`src/rtl/key_pkg.sv`:
```
// Shared types and defaults for the six-channel push-button debouncer.
package key_pkg;

   localparam int KEY_CH            = 6;
   localparam int DB_CYCLES_DEF     = 200000;
   localparam int REPEAT_DELAY_DEF  = 10000000;
   localparam int REPEAT_PERIOD_DEF = 2000000;

   typedef enum logic [1:0] {
      IDLE         = 2'd0,
      PRESS_WAIT   = 2'd1,
      HELD         = 2'd2,
      RELEASE_WAIT = 2'd3
   } key_state_e;

   // A counter that tops out at n-1 needs $clog2(n) bits, but never less than one.
   function automatic int cnt_width(input int n);
      return (n <= 1) ? 1 : $clog2(n);
   endfunction

endpackage

```
`src/rtl/key_debounce_if.sv`:
```
// Button bundle: raw levels in, debounced level and press/release pulses out.
interface key_debounce_if;
   import key_pkg::*;

   logic [KEY_CH-1:0] swb_raw;
   logic [KEY_CH-1:0] swb_level;
   logic [KEY_CH-1:0] swb_press;
   logic [KEY_CH-1:0] swb_release;

   modport master (
      output swb_raw,
      input  swb_level,
      input  swb_press,
      input  swb_release
   );

   modport slave (
      input  swb_raw,
      output swb_level,
      output swb_press,
      output swb_release
   );

endinterface

```
`src/rtl/key_channel.sv`:
```
// One button: 2-FF synchronizer, debounce FSM, optional auto-repeat (BTN_REPEAT_EN).
// Pulses land DB_CYCLES+2 clocks after the first edge sampling a clean level; no backpressure.
module key_channel
   import key_pkg::*;
#(
   parameter int DB_CYCLES     = DB_CYCLES_DEF,
   parameter int REPEAT_DELAY  = REPEAT_DELAY_DEF,
   parameter int REPEAT_PERIOD = REPEAT_PERIOD_DEF
) (
   input  logic clk,
   input  logic rst,
   input  logic raw,
   output logic level,
   output logic press,
   output logic rel
);

   localparam int CNT_W = cnt_width(DB_CYCLES);
   localparam logic [CNT_W-1:0] CNT_MAX = CNT_W'(DB_CYCLES - 1);

   logic [1:0]       sync;
   logic             din;
   key_state_e       state;
   logic [CNT_W-1:0] cnt;
   logic             cnt_done;
   logic             rpt_fire;

   assign din      = sync[1];
   assign cnt_done = (cnt == CNT_MAX);

`ifdef BTN_REPEAT_EN
   localparam int RPT_MAX_VAL = (REPEAT_DELAY > REPEAT_PERIOD) ? REPEAT_DELAY : REPEAT_PERIOD;
   localparam int RPT_W = cnt_width(RPT_MAX_VAL);
   localparam logic [RPT_W-1:0] RPT_DLY_MAX = RPT_W'(REPEAT_DELAY - 1);
   localparam logic [RPT_W-1:0] RPT_PER_MAX = RPT_W'(REPEAT_PERIOD - 1);

   logic [RPT_W-1:0] rpt_cnt;
   logic             rpt_phase;   // 0: waiting out the initial delay, 1: periodic repeats

   assign rpt_fire = (state == HELD) && din &&
                     (rpt_cnt == (rpt_phase ? RPT_PER_MAX : RPT_DLY_MAX));

   // Any exit from HELD (including a release glitch) restarts the initial delay.
   always_ff @(posedge clk or posedge rst) begin
      if (rst) begin
         rpt_cnt   <= '0;
         rpt_phase <= 1'b0;
      end else if ((state != HELD) || !din) begin
         rpt_cnt   <= '0;
         rpt_phase <= 1'b0;
      end else if (rpt_fire) begin
         rpt_cnt   <= '0;
         rpt_phase <= 1'b1;
      end else begin
         rpt_cnt   <= rpt_cnt + 1'b1;
      end
   end
`else
   localparam int unused_rpt_cfg = REPEAT_DELAY + REPEAT_PERIOD;
   assign rpt_fire = 1'b0;
`endif

   // The counter only advances while below CNT_MAX; reaching it always changes state.
   always_ff @(posedge clk or posedge rst) begin
      if (rst) begin
         sync  <= 2'b00;
         state <= IDLE;
         cnt   <= '0;
         level <= 1'b0;
         press <= 1'b0;
         rel   <= 1'b0;
      end else begin
         sync  <= {sync[0], raw};
         press <= 1'b0;
         rel   <= 1'b0;
         case (state)
            IDLE: begin
               if (din) begin
                  state <= PRESS_WAIT;
                  cnt   <= '0;
               end
            end
            PRESS_WAIT: begin
               if (!din) begin
                  state <= IDLE;
                  cnt   <= '0;
               end else if (cnt_done) begin
                  state <= HELD;
                  cnt   <= '0;
                  level <= 1'b1;
                  press <= 1'b1;
               end else begin
                  cnt   <= cnt + 1'b1;
               end
            end
            HELD: begin
               if (!din) begin
                  state <= RELEASE_WAIT;
                  cnt   <= '0;
               end else if (rpt_fire) begin
                  press <= 1'b1;
               end
            end
            RELEASE_WAIT: begin
               if (din) begin
                  state <= HELD;
                  cnt   <= '0;
               end else if (cnt_done) begin
                  state <= IDLE;
                  cnt   <= '0;
                  level <= 1'b0;
                  rel   <= 1'b1;
               end else begin
                  cnt   <= cnt + 1'b1;
               end
            end
            default: begin
               state <= IDLE;
               cnt   <= '0;
            end
         endcase
      end
   end

endmodule

```
`src/rtl/key_debounce.sv`:
```
// Six independent debounced buttons; auto-repeat on press when BTN_REPEAT_EN is defined.
// Pulses land DB_CYCLES+2 clocks after a clean edge is first sampled; no backpressure.
module key_debounce
   import key_pkg::*;
#(
   parameter int DB_CYCLES     = DB_CYCLES_DEF,
   parameter int REPEAT_DELAY  = REPEAT_DELAY_DEF,
   parameter int REPEAT_PERIOD = REPEAT_PERIOD_DEF
) (
   input  logic           clk,
   input  logic           rst,
   key_debounce_if.slave  swb
);

   logic [KEY_CH-1:0] level_w;
   logic [KEY_CH-1:0] press_w;
   logic [KEY_CH-1:0] rel_w;

   for (genvar i = 0; i < KEY_CH; i++) begin : g_ch
      key_channel #(
         .DB_CYCLES     (DB_CYCLES),
         .REPEAT_DELAY  (REPEAT_DELAY),
         .REPEAT_PERIOD (REPEAT_PERIOD)
      ) u_ch (
         .clk   (clk),
         .rst   (rst),
         .raw   (swb.swb_raw[i]),
         .level (level_w[i]),
         .press (press_w[i]),
         .rel   (rel_w[i])
      );
   end

   assign swb.swb_level   = level_w;
   assign swb.swb_press   = press_w;
   assign swb.swb_release = rel_w;

endmodule

```
`src/flat_wrapper.sv`:
```
// flat-port wrapper written by rule: the top's interface ports become plain ports
module key_debounce_flat import key_pkg::*;
#(
   parameter int DB_CYCLES     = DB_CYCLES_DEF,
   parameter int REPEAT_DELAY  = REPEAT_DELAY_DEF,
   parameter int REPEAT_PERIOD = REPEAT_PERIOD_DEF
)
  (clk, rst, swb_swb_raw, swb_swb_level, swb_swb_press, swb_swb_release);
  key_debounce_if swb_i ();
  input  logic clk;
  input  logic rst;
  input wire logic [$bits(swb_i.swb_raw)-1:0] swb_swb_raw;
  output wire logic [$bits(swb_i.swb_level)-1:0] swb_swb_level;
  output wire logic [$bits(swb_i.swb_press)-1:0] swb_swb_press;
  output wire logic [$bits(swb_i.swb_release)-1:0] swb_swb_release;
  assign swb_i.swb_raw = swb_swb_raw;
  assign swb_swb_level = swb_i.swb_level;
  assign swb_swb_press = swb_i.swb_press;
  assign swb_swb_release = swb_i.swb_release;
  key_debounce #(.DB_CYCLES(DB_CYCLES), .REPEAT_DELAY(REPEAT_DELAY), .REPEAT_PERIOD(REPEAT_PERIOD)) u_core (.clk(clk), .rst(rst), .swb(swb_i));
endmodule
```
`config.mk`:
```
export PLATFORM = sky130hd
export DESIGN_NAME = key_debounce_flat
export DESIGN_NICKNAME = d
export VERILOG_FILES = /design/src/rtl/key_pkg.sv /design/src/rtl/key_debounce_if.sv /design/src/rtl/key_channel.sv /design/src/rtl/key_debounce.sv /design/src/flat_wrapper.sv
export SDC_FILE = /design/constraint.sdc
export NUM_CORES = 1
export LEC_CHECK = 0
export ABC_AREA = 1
export CORE_AREA = 3 3 138 127
export DETAILED_ROUTE_END_ITERATION = 7
export DIE_AREA = 0 0 141 130
export PLACE_DENSITY = 0.74
export SETUP_SLACK_MARGIN = 0.02
export SYNTH_ARGS = -nofsm -noshare
export SYNTH_HDL_FRONTEND = slang
export SYNTH_HIERARCHICAL = 1
export SYNTH_SLANG_ARGS = --single-unit
export TNS_END_PERCENT = 30
```
`constraint.sdc`:
```
create_clock -name clk -period 1.44 [get_ports clk]
set_input_delay 0.144 -clock clk [delete_from_list [all_inputs] [get_ports clk]]
set_output_delay 0.144 -clock clk [all_outputs]
set_load 0.01 [all_outputs]
```
==> metrics.md, run 1 <==
| Metric | Value |
|---|---|
| Status | complete, but fails checks |
| Failing checks | negative setup slack |
| Largest net degree at the start of global routing | 26 |
| Synth-to-layout area growth | 28.9% |
| Num rows | 44 |
| CTS clk-pin slew, worst paths | roughly 0.06 ns |
| Critical Path Source Type | flop |
| # DRC | 0 |
| Layout cell share with drive strength beyond 1 | around 30% |
| Area leader, netlist | dfrtp_1 |
| Fmax | roughly 670 MHz |
| Leak | 4.92 nW |
| CP arrival | roughly 1.8 ns |
| Sequential share of the synthesized area | between 40% and 50% |
| Max stage delay on crit path | roughly 0.43 ns |
| Ys async rst share | 100% |
| Initial antenna violation count | 0 |
| Storage cell area | between 3000 and 4000 um^2 |
| Power Total | roughly 13 mW |
| List of most frequent post-synthesis cells | nand2_1, dfrtp_1, nor2_1, nand3_1, inv_1 |
| Cts hold-fix bufs | 0 |
| Clock skew | about 0.011 ns |
| Filler cells | 1159 |
| Clock sink total | 150 |
| Top cell by count, worst path | nand3_4 |
| Maximum fanout along the worst path | 4 |
| CTS Buf Count | 17 |
| Vias in the first global route | between 7000 and 8000 |
| Yosys reg bits | 150 |
| Worst setup margin | -0.0522 ns |
| Top_reg_cell synth | dfrtp_1 |
| MaxCap Viol Count | 0 |
| Fin nets | roughly 1300 |
| Gate Count Post-Synth | 1164 |
| Die Y | between 100 and 150 um |
| First-pass GRT wire length | between 30000 and 40000 um |
| Clk Latency, worst-skew pair | ~0.43 ns |
| Multi-input logic area | slightly above 5000 um^2 |
| Slew Viols, Final | 0 |
| Fin Setup TNS | -0.0522 ns |
| Avg Inst Size Synth | approximately 7.6 um^2 |
| Cell Pwr Density | ~1200 nW/um^2 |
| Delay-heaviest family, CP | flip-flops |
| CTS tree | done |
| Crit Path Class | reg2reg |
| Routed wire per std cell | 13.9 um |
| GRT Total Usage | 22.3% |
| Peak VDD IR | 0.880 mV |
| Worst slew margin | about 80% |
| Fin crit period | around 1.5 ns |
| Core Region | ~16000 um^2 |
| Via count of the routed design | 8088 |
| Post-Route Utilization | about 70% |
| GRT Residual Overflow | 0 |
| Fin. Hold Viols | 0 |
| Die Wd | 141 um |
| Starting Density | roughly 55% |
| Routed Antenna Nets | 0 |
| Ports | 26 |
| Post-Syn Nets | roughly 1200 |
| Setup Viol. Count Final | 1 |
| CP max-delay cell | dfrtp_1 |
| Share of the synthesized area in the top cell type | between 40% and 50% |
| HP Class | in2reg |
| Least-Margin Pin Slew | between 0.3 and 0.4 ns |
| Vias per inst | 5.33 |
| Port buffer count | 25 |
| CTS root buf | clkbuf_16 |
| RSZ-0062 raised after global routing | true |
| Buf+Inv Stages, Crit Path | 1 |
| Synth cell types | 32 |
| Fin crit share | 104% |
| Drt total wl | around 21000 um |
| H-tree Lvls | 4 |
| TritonRoute pass-1 iters | 5 |
| Count leader, synth | nand2_1 |
| Hold_ws | ~0.15 ns |
| Top cells by area, synth | dfrtp_1, nand2_1, nand3_1 |
| Hpwl dp | between 10000 and 15000 um |
| Diode count | 0 |
| Yosys Warn Count | 6 |
| Die Area | about 18000 um^2 |
| Nature of the critical path endpoint | flop |
| DRT iter0 DRCs | 739 |
| Crit-path cells | ha_4 > nand3_4 > nor2_4 > nand3_4 > buf_4 > o21ai_0 |
| Maximum clock insertion buffer count | 2 |
| EDFF count, synth | 0 |
| Critical path data required time | around 1.8 ns |
| Synthesized area | 8820 um^2 |
| Gp weighted congestion | just under 0.9 |
-- cells by family (layout without fill, tap and decap cells) --
kind of cell    Yosys count  in the layout  synth area share, %
compound gates           81             81                 5.72
xor+xnor                 30             30                 2.98
fa+ha+maj                 6              6                0.851
buf+inv                 138            284                 7.26
flops                   150            150                 42.6
mux                       6              6                0.681
simple gates            753            754                 39.9
-- power breakdown --
group	switching, mW	leakage (nW)	internal (mW)
logic	2.41	2.64	1.63
registers	0.501	2.00	4.58
clock network	1.85	0.279	2.49
-- flip-flops by register name (all words and copies together) (netlist names), named ones only --
register                cells
u_core/g_ch.u_ch/cnt      108
u_core/g_ch.u_ch/level      6
u_core/g_ch.u_ch/press      6
u_core/g_ch.u_ch/rel        6
u_core/g_ch.u_ch/state      6
u_core/g_ch.u_ch/sync      12
-- repair_timing --
action | CTS | global route
setup buffers | 16 | 26
pin swaps | 12 | 58
setup endpoints to repair | 70 | 114
gates cloned | 1 | 0
resized for setup | 39 | 183
-- layer usage --
layer	wire (um)	up-vias	GRT usage, %
met5	0	-	0
met4	282	0	6.10
met3	827	33	4.36
met2	10300	202	35.5
met1	9760	3869	31.5
li1	-	3984	-
-- path summary, 6_finish.rpt --
path | start | end | slack [ns] | depth (start not counted)
worst max register to register | u_core/g_ch[4].u_ch/cnt[1] | u_core/g_ch[4].u_ch/level | -0.05 | 6
min in group asynchronous | rst | u_core/g_ch[2].u_ch/cnt[5] | 0.26 | 3
worst min register to register | u_core/g_ch[3].u_ch/sync[0] | u_core/g_ch[3].u_ch/sync[1] | 0.35 | 0
worst min-delay path | swb_swb_raw[5] | u_core/g_ch[5].u_ch/sync[0] | 0.15 | 1
max in group asynchronous | rst | u_core/g_ch[3].u_ch/cnt[7] | 1.00 | 3
worst max-delay path | u_core/g_ch[4].u_ch/cnt[1] | u_core/g_ch[4].u_ch/level | -0.05 | 6
-- cells in the final DEF, fill, tap and decap left out, drive strengths merged --
| cell type | Yosys | final |
|---|---|---|
| nand4 | 15 | 15 |
| nand3b | 5 | 5 |
| buf | 23 | 113 |
| clkinv | 5 | 6 |
| xnor2 | 6 | 6 |
| o211ai | 5 | 5 |
| or2 | 10 | 10 |
| nor3 | 10 | 10 |
| clkbuf | 0 | 19 |
| mux2i | 6 | 6 |
| nand2 | 417 | 418 |
| bufinv | 0 | 1 |
| ha | 6 | 6 |
| o21bai | 18 | 18 |
| o22ai | 18 | 18 |
| nand3 | 128 | 128 |
| dfrtp | 150 | 150 |
| nor2 | 168 | 168 |
| dlygate4sd2 | 0 | 18 |
| clkdlybuf4s50 | 0 | 7 |
| inv | 110 | 118 |
| a21oi | 11 | 11 |
| clkinvlp | 0 | 2 |
| o21ai | 29 | 29 |
| xor2 | 24 | 24 |
-- stage by stage --
step / worst slack, ns / instance area, um^2 / instances
6_report: -0.0522 / 11400 / 1518
4_1_cts: 0.0187 / 10600 / 1492
5_1_grt: -0.0866 / 11400 / 1518
3_3_place_gp: 0.0142 / 9750 / 1444
3_5_place_dp: -0.0539 / 9750 / 1444
2_1_floorplan: 0.0111 / 8830 / 1164
-- area by class of cell --
cell class	instances	area share (%)
Sequential cell	150	33.3
Clock inverter	12	1.01
Clock buffer	19	3.98
Inverter	115	4.10
Timing Repair Buffer	138	10.9
Multi-Input combinational cell	877	44.5
Tap cell	207	2.28
Note: power is estimated with default switching activity, not from simulation.
==> inputs of run 2 (changes only) <==
--- a/config.mk
+++ b/config.mk
@@ -6,10 +6,10 @@
 export NUM_CORES = 1
 export LEC_CHECK = 0
 export ABC_AREA = 1
-export CORE_AREA = 3 3 138 127
+export CORE_AREA = 3 3 147 135
 export DETAILED_ROUTE_END_ITERATION = 7
-export DIE_AREA = 0 0 141 130
-export PLACE_DENSITY = 0.74
+export DIE_AREA = 0 0 150 138
+export PLACE_DENSITY = 0.67
 export SETUP_SLACK_MARGIN = 0.02
 export SYNTH_ARGS = -nofsm -noshare
 export SYNTH_HDL_FRONTEND = slang
==> run 2 against run 1 <==
Count of clock-buffer cells in the layout rose by 2. Sequential power barely moved. Sequential share of layout area down 0.23 points. Largest power group unchanged. Total power increased by 1.4%. Global-route usage is 3.0 points lower. Routed wire length is 5.6% lower. Die area rose by 13%. The flow now finishes without violations. Final cell count rose by 2.9%.
==> metrics.md, run 2 (synthesis results as in run 1) <==
| Metric | Value |
|---|---|
| Most frequent cells in the layout | nand2_1, dfrtp_1, nor2_1 |
| DRT iter0 DRCs | 531 (-28%) |
| Die Y | 138 um (+6.2%) |
| Worst setup margin | 0.0174 ns (+0.0696 ns) |
| Maximum clock insertion buffer count | 2 (unchanged) |
| Diode count | 0 (unchanged) |
| Largest regs | u_core/g_ch.u_ch/cnt: 108 flops, u_core/g_ch.u_ch/sync: 12 flops |
| Status | complete, no violations |
| Commonest non-fill, non-tap cell in the layout | nand2_1 |
| Synth-to-layout area growth | 29.6% |
| GRT Total Usage | 19.3% (-3.0 points) |
| Cell Pwr Density | 1190 nW/um^2 (+0.91%) |
| Starting Density | 48.1% (-6.6 points) |
| Fin nets | 1318 (+0.38%) |
| R2r startpoint | u_core/g_ch[3].u_ch/cnt[0] |
| Top cell by count, worst path | nand3_4 |
| Filler cells | 1594 (+38%) |
| Fin crit period | 1.42 ns (-0.0696 ns) |
| H-tree Lvls | 4 (unchanged) |
| Nature of the critical path endpoint | flop |
| Crit Path Class | reg2reg |
| GRT Residual Overflow | 0 (unchanged) |
| Critical Path Source | u_core/g_ch[3].u_ch/cnt[0] |
| Port buffer count | 25 (unchanged) |
| # DRC | 0 (unchanged) |
| Initial antenna violation count | 0 (unchanged) |
| Clock sink total | 150 (unchanged) |
| Top reg by flops | u_core/g_ch.u_ch/cnt |
| Peak VDD IR | 1.10 mV (+25%) |
| CTS Buf Count | 17 (unchanged) |
| Crit-path cells | ha_4 > nand3_4 > nor2_4 > nand3_4 > nand2_8 > buf_12 > nand3_2 > nand2_1 |
| Maximum fanout along the worst path | 5 (+1) |
| RSZ-0062 raised after global routing | true |
| MaxCap Viol Count | 0 (unchanged) |
| Cts hold-fix bufs | 0 (unchanged) |
| R2R cell count | 8 (+2) |
| Ports | 26 (unchanged) |
| CP arrival | 1.79 ns (-0.03 ns) |
| Fin. Hold Viols | 0 (unchanged) |
| Hpwl dp | 13500 um (about the same) |
| First-pass GRT wire length | 33400 um (-0.66%) |
| Setup Viol. Count Final | 0 (-1) |
| Layout cell share with drive strength beyond 1 | 28.7% (-1.7 points) |
| Fin crit share | 98.8% (-4.8 points) |
| Clock skew | 0.0116 ns (+0.000802 ns) |
| Worst slew margin | 79.1% (+1.1 points) |
| Clk Latency, worst-skew pair | 0.42 ns (about the same) |
| Reg2reg setup slack | 0.02 ns (+0.07 ns) |
| Max reg flops | 108 (unchanged) |
| Hold_ws | 0.157 ns (+0.00244 ns) |
| Gp weighted congestion | 0.882 (-0.62%) |
| HP Class | in2reg |
| Slew Viols, Final | 0 (unchanged) |
| Critical Path Source Type | flop |
| Critical path data required time | 1.80 ns (+0.04 ns) |
| CTS tree | done |
| Drt total wl | 20000 um (-5.6%) |
| Power Total | 13.6 mW (+1.4%) |
| Die Area | 20700 um^2 (+13%) |
| Least-Margin Pin Slew | 0.313 ns (-0.0164 ns) |
| Via count of the routed design | 7736 (-4.4%) |
| Largest net degree at the start of global routing | 26 (unchanged) |
| Vias per inst | 4.95 (-7.0%) |
| Leak | 4.96 nW (+0.84%) |
| CTS root buf | clkbuf_16 |
| Routed Antenna Nets | 0 (unchanged) |
| Pre-CTS setup slack | -0.0771 ns (-0.0231 ns) |
| CP max-delay cell | dfrtp_1 |
| Vias in the first global route | 7193 (-0.84%) |
| Max stage delay on crit path | 0.40 ns (-0.03 ns) |
| Fmax | 703 MHz (+4.9%) |
| Num rows | 47 (+6.8%) |
| CTS clk-pin slew, worst paths | 0.07 ns (about the same) |
| Routed wire per std cell | 12.8 um (-8.3%) |
| TritonRoute pass-1 iters | 5 (unchanged) |
| Die Wd | 150 um (+6.4%) |
| Core Region | 18300 um^2 (+14%) |
==> run 2: metrics by stage <==
stage	util (%)	std cells	area (um^2)	setup TNS, ns
6_report	62.3	1562	11400	0
5_1_grt	62.3	1562	11400	-2.39
3_3_place_gp	54.1	1496	9920	0
4_1_cts	58.6	1543	10800	0
2_1_floorplan	-	1164	8830	0
3_5_place_dp	54.1	1496	9920	-0.976
==> run 2: where the power goes <==
part / internal (mW) / switching, mW
registers: 4.57 / 0.495
logic: 1.68 / 2.34
clock network: 2.73 / 1.82
total: 8.98 / 4.66
==> run 2: worst max-delay path, delay by kind of cell (launching register included) <==
family | cells | cell delay [ns]
AND/OR/NAND/NOR | 6 | 0.64
buffers and inverters | 1 | 0.12
flip-flops | 1 | 0.40
adder cells (fa/ha/maj) | 1 | 0.19
==> run 2: metal layers <==
layer  vias up  track usage (%)  wire length, um
li1       3999                -                -
met1      3614             29.1            10000
met2       113             28.7             9090
met3        10             4.32              696
met4         0             3.85              172
met5         -                0                0
==> run 2: worst min-delay path by stage <==
stage / start / endpoint / slack (ns) / cells after the start
after floorplan: rst / async pin / 0.17 / 1
after global placement: u_core/g_ch[5].u_ch/sync[0] / u_core/g_ch[5].u_ch/sync[1] / 0.33 / 0
after detailed placement: u_core/g_ch[0].u_ch/sync[0] / u_core/g_ch[0].u_ch/sync[1] / 0.33 / 0
after CTS: swb_swb_raw[4] / u_core/g_ch[4].u_ch/sync[0] / 0.14 / 1
after global routing: swb_swb_raw[5] / u_core/g_ch[5].u_ch/sync[0] / 0.15 / 1
final: swb_swb_raw[4] / u_core/g_ch[4].u_ch/sync[0] / 0.16 / 1
==> run 2: timing repair <==
item                       4_1_cts  5_1_grt
resized for setup               37      157
cloned                           1        1
pin swaps                        8       45
buffers inserted                14       18
setup endpoints to repair       74      120
==> run 2: cell type report <==
cell class	instances	area (um^2)	area share, %
clock buffer	21	470	4.12
clock inverter	11	138	1.20
inverter	115	467	4.08
multi-input combinational	878	5000	43.8
sequential	150	3780	33.1
tap	245	307	2.68
timing repair buffer	142	1260	11.0
